## src/rtl/gen_fifo_ctrl.sv

```systemverilog
// FIFO pointer/occupancy controller with a run-time depth limit, almost-full
// threshold and sticky overflow/underflow flags. Storage is external; this
// block generates the write/read strobes and addresses for it.
module gen_fifo_ctrl #(
  parameter int PTR_W = 4
) (
  input  logic             clk,
  input  logic             rst_n,
  input  logic [PTR_W-1:0] lim,
  input  logic [PTR_W:0]   af_th,
  input  logic             clr,
  input  logic             push,
  input  logic             pop,
  output logic             wr_en,
  output logic [PTR_W-1:0] wr_addr,
  output logic             rd_en,
  output logic [PTR_W-1:0] rd_addr,
  output logic [PTR_W:0]   occ,
  output logic             full,
  output logic             empty,
  output logic             almost_full,
  output logic             ovf,
  output logic             udf
);

  localparam logic [PTR_W:0]   OCC_ONE = (PTR_W+1)'(1);
  localparam logic [PTR_W-1:0] PTR_ONE = PTR_W'(1);

  logic [PTR_W-1:0] wr_ptr, rd_ptr;
  logic [PTR_W-1:0] wr_ptr_nx, rd_ptr_nx;
  logic [PTR_W:0]   occ_q, occ_nx;
  logic [PTR_W:0]   depth;
  logic             ovf_q, udf_q;
  logic             push_acc, pop_acc;

  // Status decode from registered occupancy and the acceptance strobes
  always_comb begin
    depth       = {1'b0, lim} + OCC_ONE;
    full        = (occ_q == depth);
    empty       = (occ_q == '0);
    almost_full = (occ_q >= af_th);
    push_acc    = push & ~full & ~clr;
    pop_acc     = pop & ~empty & ~clr;
    wr_en       = push_acc;
    rd_en       = pop_acc;
    wr_addr     = wr_ptr;
    rd_addr     = rd_ptr;
    occ         = occ_q;
    ovf         = ovf_q;
    udf         = udf_q;
  end

  // Next pointer and occupancy values; pointers wrap at lim (a pointer left
  // above a reduced lim wraps to 0 on its next advance)
  always_comb begin
    wr_ptr_nx = wr_ptr;
    rd_ptr_nx = rd_ptr;
    occ_nx    = occ_q;
    if (push_acc)
      wr_ptr_nx = (wr_ptr >= lim) ? '0 : wr_ptr + PTR_ONE;
    if (pop_acc)
      rd_ptr_nx = (rd_ptr >= lim) ? '0 : rd_ptr + PTR_ONE;
    case ({push_acc, pop_acc})
      2'b10:   occ_nx = occ_q + OCC_ONE;
      2'b01:   occ_nx = occ_q - OCC_ONE;
      default: occ_nx = occ_q;
    endcase
  end

  // State registers: reset beats clear, clear beats push/pop
  always_ff @(posedge clk) begin
    if (!rst_n) begin
      wr_ptr <= '0;
      rd_ptr <= '0;
      occ_q  <= '0;
      ovf_q  <= 1'b0;
      udf_q  <= 1'b0;
    end else if (clr) begin
      wr_ptr <= '0;
      rd_ptr <= '0;
      occ_q  <= '0;
      ovf_q  <= 1'b0;
      udf_q  <= 1'b0;
    end else begin
      wr_ptr <= wr_ptr_nx;
      rd_ptr <= rd_ptr_nx;
      occ_q  <= occ_nx;
      if (push & full)
        ovf_q <= 1'b1;
      if (pop & empty)
        udf_q <= 1'b1;
    end
  end

endmodule

```

## config.mk

```make
export PLATFORM = sky130hd
export DESIGN_NAME = gen_fifo_ctrl
export DESIGN_NICKNAME = d
export VERILOG_FILES = /design/src/rtl/gen_fifo_ctrl.sv
export SDC_FILE = /design/constraint.sdc
export NUM_CORES = 1
export LEC_CHECK = 0
export CAP_MARGIN = 20
export CORE_MARGIN = 2
export CORE_UTILIZATION = 30
export CTS_CLUSTER_DIAMETER = 200
export DETAILED_ROUTE_END_ITERATION = 6
export PLACE_DENSITY = 0.64
export SYNTH_ARGS = -nofsm -noshare
export SYNTH_HDL_FRONTEND = slang
export SYNTH_SLANG_ARGS = --single-unit
```

## constraint.sdc

```tcl
create_clock -name clk -period 5.6 [get_ports clk]
set_input_delay 1.68 -clock clk [delete_from_list [all_inputs] [get_ports clk]]
set_output_delay 1.68 -clock clk [all_outputs]
set_load 0.005 [all_outputs]
```

==> impl_metrics.xml <==
<?xml version="1.0" encoding="UTF-8"?>
<metrics>
  <group name="route">
    <metric name="wl_met1" unit="mm">1.413</metric>
    <metric name="maxUsedRoutingLayer" unit="">met4</metric>
    <metric name="wl_met2" unit="mm">1.170</metric>
    <metric name="antenna_violating_nets_post_route" unit="">0</metric>
    <metric name="wl_per_cell" unit="microns">11.58</metric>
    <metric name="drt-vias-per-instance" unit="">4.756</metric>
    <metric name="first_iter_violations" unit="">19</metric>
    <metric name="wl" unit="mm">2.709</metric>
    <metric name="drc_errors" unit="">0</metric>
    <metric name="met3WireLength" unit="microns">108</metric>
    <metric name="route.vias.total" unit="">1113</metric>
    <metric name="detailedRoute.firstPassIterationCount" unit="">4</metric>
  </group>
  <group name="finish">
    <metric name="n_antenna_cell" unit="">0</metric>
    <metric name="layoutNonFillerInstCount" unit="">234</metric>
    <metric name="drive_gt1_share" unit="%">3.804</metric>
    <metric name="layout_common_cells" unit="">sky130_fd_sc_hd__clkdlybuf4s50_1 (33), sky130_fd_sc_hd__ha_1 (20), sky130_fd_sc_hd__inv_1 (17)</metric>
    <metric name="final_core_density" unit="%">41.76</metric>
    <metric name="multi_input_gate_area_in_the_final_layout" unit="sq um">829.5</metric>
    <metric name="regArea" unit="sq um">300.3</metric>
    <metric name="layout-area-overhead-vs-synth" unit="%">35.39</metric>
    <metric name="layout.cells.most_common" unit="">sky130_fd_sc_hd__clkdlybuf4s50_1</metric>
    <metric name="num-nets-final" unit="">220</metric>
    <metric name="fillCellCount" unit="">404</metric>
  </group>
  <group name="logic_synthesis">
    <metric name="avgSynthCellArea" unit="sq um">8.162</metric>
    <metric name="synth_enable_flop_cells" unit="">0</metric>
    <metric name="synthDominantAreaCellType" unit="">sky130_fd_sc_hd__dfxtp_1</metric>
    <metric name="synthesis.instances" unit="">149</metric>
    <metric name="yosys.cell_types.count" unit="">34</metric>
    <metric name="portion_of_synthesized_cell_area_occupied_by_the_leading_cell_type" unit="%">24.69</metric>
    <metric name="yosys_register_bits" unit="">15</metric>
    <metric name="synth.net_count" unit="">184</metric>
    <metric name="synth.yosys.warnings" unit="">0</metric>
    <metric name="synth_flop_cell" unit="">sky130_fd_sc_hd__dfxtp_1</metric>
    <metric name="mappedNetlistArea" unit="sq um">1216</metric>
    <metric name="synth.area.top_cells" unit="">sky130_fd_sc_hd__dfxtp_1 (25%), sky130_fd_sc_hd__ha_1 (21%), sky130_fd_sc_hd__inv_1 (5.2%)</metric>
    <metric name="synth-seq-area-share" unit="%">24.69</metric>
    <metric name="postSynth.asyncResetShare" unit="%">0</metric>
  </group>
  <group name="timing">
    <metric name="final_worst_path_cycle_share" unit="%">96.92</metric>
    <metric name="max_slew.worst_pin.slew" unit="ns">0.5423</metric>
    <metric name="fmaxAchievable" unit="MHz">184.2</metric>
    <metric name="setup_repair_after_global_routing_missed_its_margin" unit="">no</metric>
    <metric name="min_period" unit="ns">5.428</metric>
    <metric name="setup-violations-final" unit="">0</metric>
    <metric name="hold_viol_final" unit="">0</metric>
    <metric name="report.final.slew_viol_count" unit="">0</metric>
    <metric name="skew" unit="ns">0.003009</metric>
    <metric name="slew-limit-headroom" unit="%">62.91</metric>
    <metric name="totalNegativeSetupSlack" unit="ns">0</metric>
  </group>
  <group name="pwr">
    <metric name="sequentialPowerShare" unit="%">45.3</metric>
    <metric name="share_comb_of_total_power" unit="%">19.6</metric>
    <metric name="power_report.internal_total" unit="W">0.0001847</metric>
    <metric name="leakagePower" unit="nW">0.7097</metric>
    <metric name="power_switching" unit="W">0.00005831</metric>
    <metric name="clockPowerShare" unit="%">35.2</metric>
    <metric name="worst_ir_drop_vdd" unit="mV">0.1174</metric>
    <metric name="total_power_draw" unit="W">0.0002430</metric>
    <metric name="switching_share" unit="%">23.99</metric>
    <metric name="power_density" unit="nW/um^2">147.6</metric>
  </group>
  <group name="clock_network">
    <metric name="clock_insertion_delay_worst_skew" unit="ns">0.24</metric>
    <metric name="cts_hold_repair.buffers" unit="">0</metric>
    <metric name="worst_setup_hold_path_clk_slew" unit="ns">0.06</metric>
    <metric name="tritoncts_clock_tree" unit="">built</metric>
    <metric name="cts_buffer_depth" unit="">2</metric>
    <metric name="cts_inserted_buffers" unit="">3</metric>
    <metric name="cts_repair_resize_count" unit="">0</metric>
    <metric name="cts_htree_levels" unit="">1</metric>
    <metric name="cts.root.buffer_cell" unit="">sky130_fd_sc_hd__clkbuf_8</metric>
    <metric name="cts.repair_timing.setup_buffer_count" unit="">0</metric>
    <metric name="tritoncts_num_sinks" unit="">15</metric>
  </group>
  <group name="setup_path">
    <metric name="worst_path_top_cell_family_by_delay" unit="">buffers and inverters</metric>
    <metric name="worst-path-stages" unit="">7</metric>
    <metric name="crit-reg2reg-capture" unit="">occ[4]</metric>
    <metric name="worst_r2r_path_depth" unit="">13</metric>
    <metric name="end_kind" unit="">primary output</metric>
    <metric name="critPathMaxStageDelay" unit="ns">0.55</metric>
    <metric name="critical-path-top-cell-by-count" unit="">sky130_fd_sc_hd__clkdlybuf4s50_1</metric>
    <metric name="critical_path.endpoint" unit="">wr_en</metric>
    <metric name="cp-start-kind" unit="">input port</metric>
    <metric name="critical_path.reg2reg.startpoint" unit="">occ[2]</metric>
    <metric name="reg2reg_setup_slack" unit="ns">2.43</metric>
    <metric name="worst_endpoint_required_time" unit="ns">3.92</metric>
    <metric name="timing.critical_path.slowest_stage_cell" unit="">sky130_fd_sc_hd__clkdlybuf4s50_1</metric>
    <metric name="timing.critical_path.cells" unit="">clkdlybuf4s50_1 -&gt; ha_1 -&gt; o21ba_2 -&gt; a221oi_2 -&gt; o2111a_1 -&gt; nor2_1 -&gt; clkdlybuf4s50_1</metric>
    <metric name="setup_crit_start" unit="">lim[1]</metric>
    <metric name="crit_fanout" unit="">4</metric>
    <metric name="cp_num_buf_inv" unit="">2</metric>
    <metric name="critPathArrivalTime" unit="ns">3.75</metric>
    <metric name="timing_worst_setup_path_type" unit="">input port to primary output</metric>
  </group>
  <group name="floorplan">
    <metric name="rows" unit="">23</metric>
    <metric name="ioPinCount" unit="">34</metric>
    <metric name="chipHeight" unit="microns">67.67</metric>
    <metric name="dieArea" unit="sq um">4579</metric>
    <metric name="dieWidth" unit="microns">67.67</metric>
    <metric name="fp.coreArea" unit="sq um">3943</metric>
    <metric name="initial_core_util" unit="%">30.85</metric>
  </group>
  <group name="run">
    <metric name="max_cap_viol_count" unit="">0</metric>
  </group>
  <group name="global_routing">
    <metric name="grt_max_degree" unit="">12</metric>
    <metric name="grt_antenna_before_repair" unit="">0</metric>
    <metric name="overflow_left_after_global_routing" unit="">0</metric>
    <metric name="grt_util_all_layers" unit="%">12.70</metric>
    <metric name="grt_pass1_vias" unit="">1007</metric>
    <metric name="grt_first_pass_wirelength" unit="mm">4.512</metric>
  </group>
  <group name="outcome">
    <metric name="outcome" unit="">completed</metric>
  </group>
  <group name="place">
    <metric name="globalplace.congestion" unit="">0.8006</metric>
    <metric name="placed_cells_incl_taps" unit="">230</metric>
    <metric name="dp_hpwl" unit="mm">2.155</metric>
    <metric name="portBuffers" unit="">33</metric>
  </group>
  <group name="worst_hold_path">
    <metric name="worstHoldPathType" unit="">flop to flop</metric>
  </group>
</metrics>
==> flip-flops by register name, indices dropped and copies added (netlist names) <==
signal	cells
occ	5
ovf	1
rd_addr	4
udf	1
wr_addr	4
==> worst reg2reg max path, cell delays in order, from the launching register on <==
cell and delay (ns):
sky130_fd_sc_hd__dfxtp_1 0.50, sky130_fd_sc_hd__o21ba_2 0.22, sky130_fd_sc_hd__a221oi_2 0.25, sky130_fd_sc_hd__o2111a_1 0.25, sky130_fd_sc_hd__nor2_1 0.10, sky130_fd_sc_hd__inv_1 0.07, sky130_fd_sc_hd__ha_1 0.23, sky130_fd_sc_hd__inv_1 0.10
sky130_fd_sc_hd__fa_1 0.41, sky130_fd_sc_hd__nor2b_1 0.12, sky130_fd_sc_hd__o21ai_0 0.11, sky130_fd_sc_hd__and3_1 0.21, sky130_fd_sc_hd__or4_1 0.39, sky130_fd_sc_hd__a21oi_1 0.15
==> worst min-delay path by stage <==
| stage | depth (start not counted) | slack [ns] | end | startpoint |
|---|---|---|---|---|
| finish | 2 | 0.48 | ovf | ovf |
| global route | 2 | 0.52 | udf | udf |
| CTS | 2 | 0.49 | ovf | ovf |
| detailed placement | 2 | 0.47 | ovf | ovf |
| global placement | 2 | 0.46 | ovf | ovf |
| floorplan | 2 | 0.46 | ovf | ovf |
==> power by group through the flow <==
| stage | clock network (W) | logic (W) | registers, W |
|---|---|---|---|
| 6_report | 0.0000855 | 0.0000475 | 0.000110 |
| 5_1_grt | 0.0000953 | 0.0000540 | 0.000110 |
| 4_1_cts | 0.0000883 | 0.0000484 | 0.000110 |
| 3_5_place_dp | 0 | 0.0000481 | 0.000112 |
| 3_3_place_gp | 0 | 0.0000478 | 0.000112 |
| 2_1_floorplan | 0 | 0.0000266 | 0.000111 |
==> per-layer routing <==
layer	track usage, %	up-vias
met5	0	-
met4	3.827	0
met3	1.833	2
met2	18.75	22
met1	18.81	498
li1	-	591
==> synthesized netlist by cell type (2+ instances only) <==
cell / instances
sky130_fd_sc_hd__clkbuf_1: 3
sky130_fd_sc_hd__dfxtp_1: 15
sky130_fd_sc_hd__a21oi_1: 12
sky130_fd_sc_hd__nand2b_1: 3
sky130_fd_sc_hd__xnor2_1: 7
sky130_fd_sc_hd__nor2b_1: 2
sky130_fd_sc_hd__or4_1: 4
sky130_fd_sc_hd__inv_1: 17
sky130_fd_sc_hd__nor3_1: 2
sky130_fd_sc_hd__o21ai_0: 6
sky130_fd_sc_hd__nand2_1: 11
sky130_fd_sc_hd__nand4_1: 2
sky130_fd_sc_hd__xor2_1: 4
sky130_fd_sc_hd__a21o_1: 5
sky130_fd_sc_hd__nor2_1: 14
sky130_fd_sc_hd__nand3_1: 5
sky130_fd_sc_hd__ha_1: 20
==> through the flow <==
stage | cell area (sq um) | worst slack (ns) | hold slack, ns
2_1_floorplan | 1216 | 1.159 | 0.4604
3_3_place_gp | 1602 | 0.2042 | 0.4607
3_5_place_dp | 1602 | 0.1689 | 0.4725
4_1_cts | 1647 | 0.1503 | 0.4865
5_1_grt | 1647 | 0.05133 | 0.5189
6_report | 1647 | 0.1723 | 0.4762
==> area by class of cell <==
| class | count | area share (%) |
|---|---|---|
| clock buffers | 4 | 2.736 |
| inverters | 17 | 3.875 |
| multi-input cells | 113 | 50.38 |
| flip-flops and latches | 15 | 18.24 |
| well taps | 50 | 3.799 |
| repair buffers | 35 | 20.97 |
==> logic make-up (layout without fill, tap and decap cells) <==
group	after synthesis	in the layout	synth area share [%]
buffers and inverters	21	56	7.099
adder cells (fa/ha/maj)	21	21	22.22
AO/OA/AOI/OAI	32	32	17.39
XOR/XNOR	11	11	7.922
multiplexers	1	1	0.8231
flip-flops	15	15	24.69
AND/OR/NAND/NOR	48	48	19.86
Note: power is estimated with default switching activity, not from simulation.
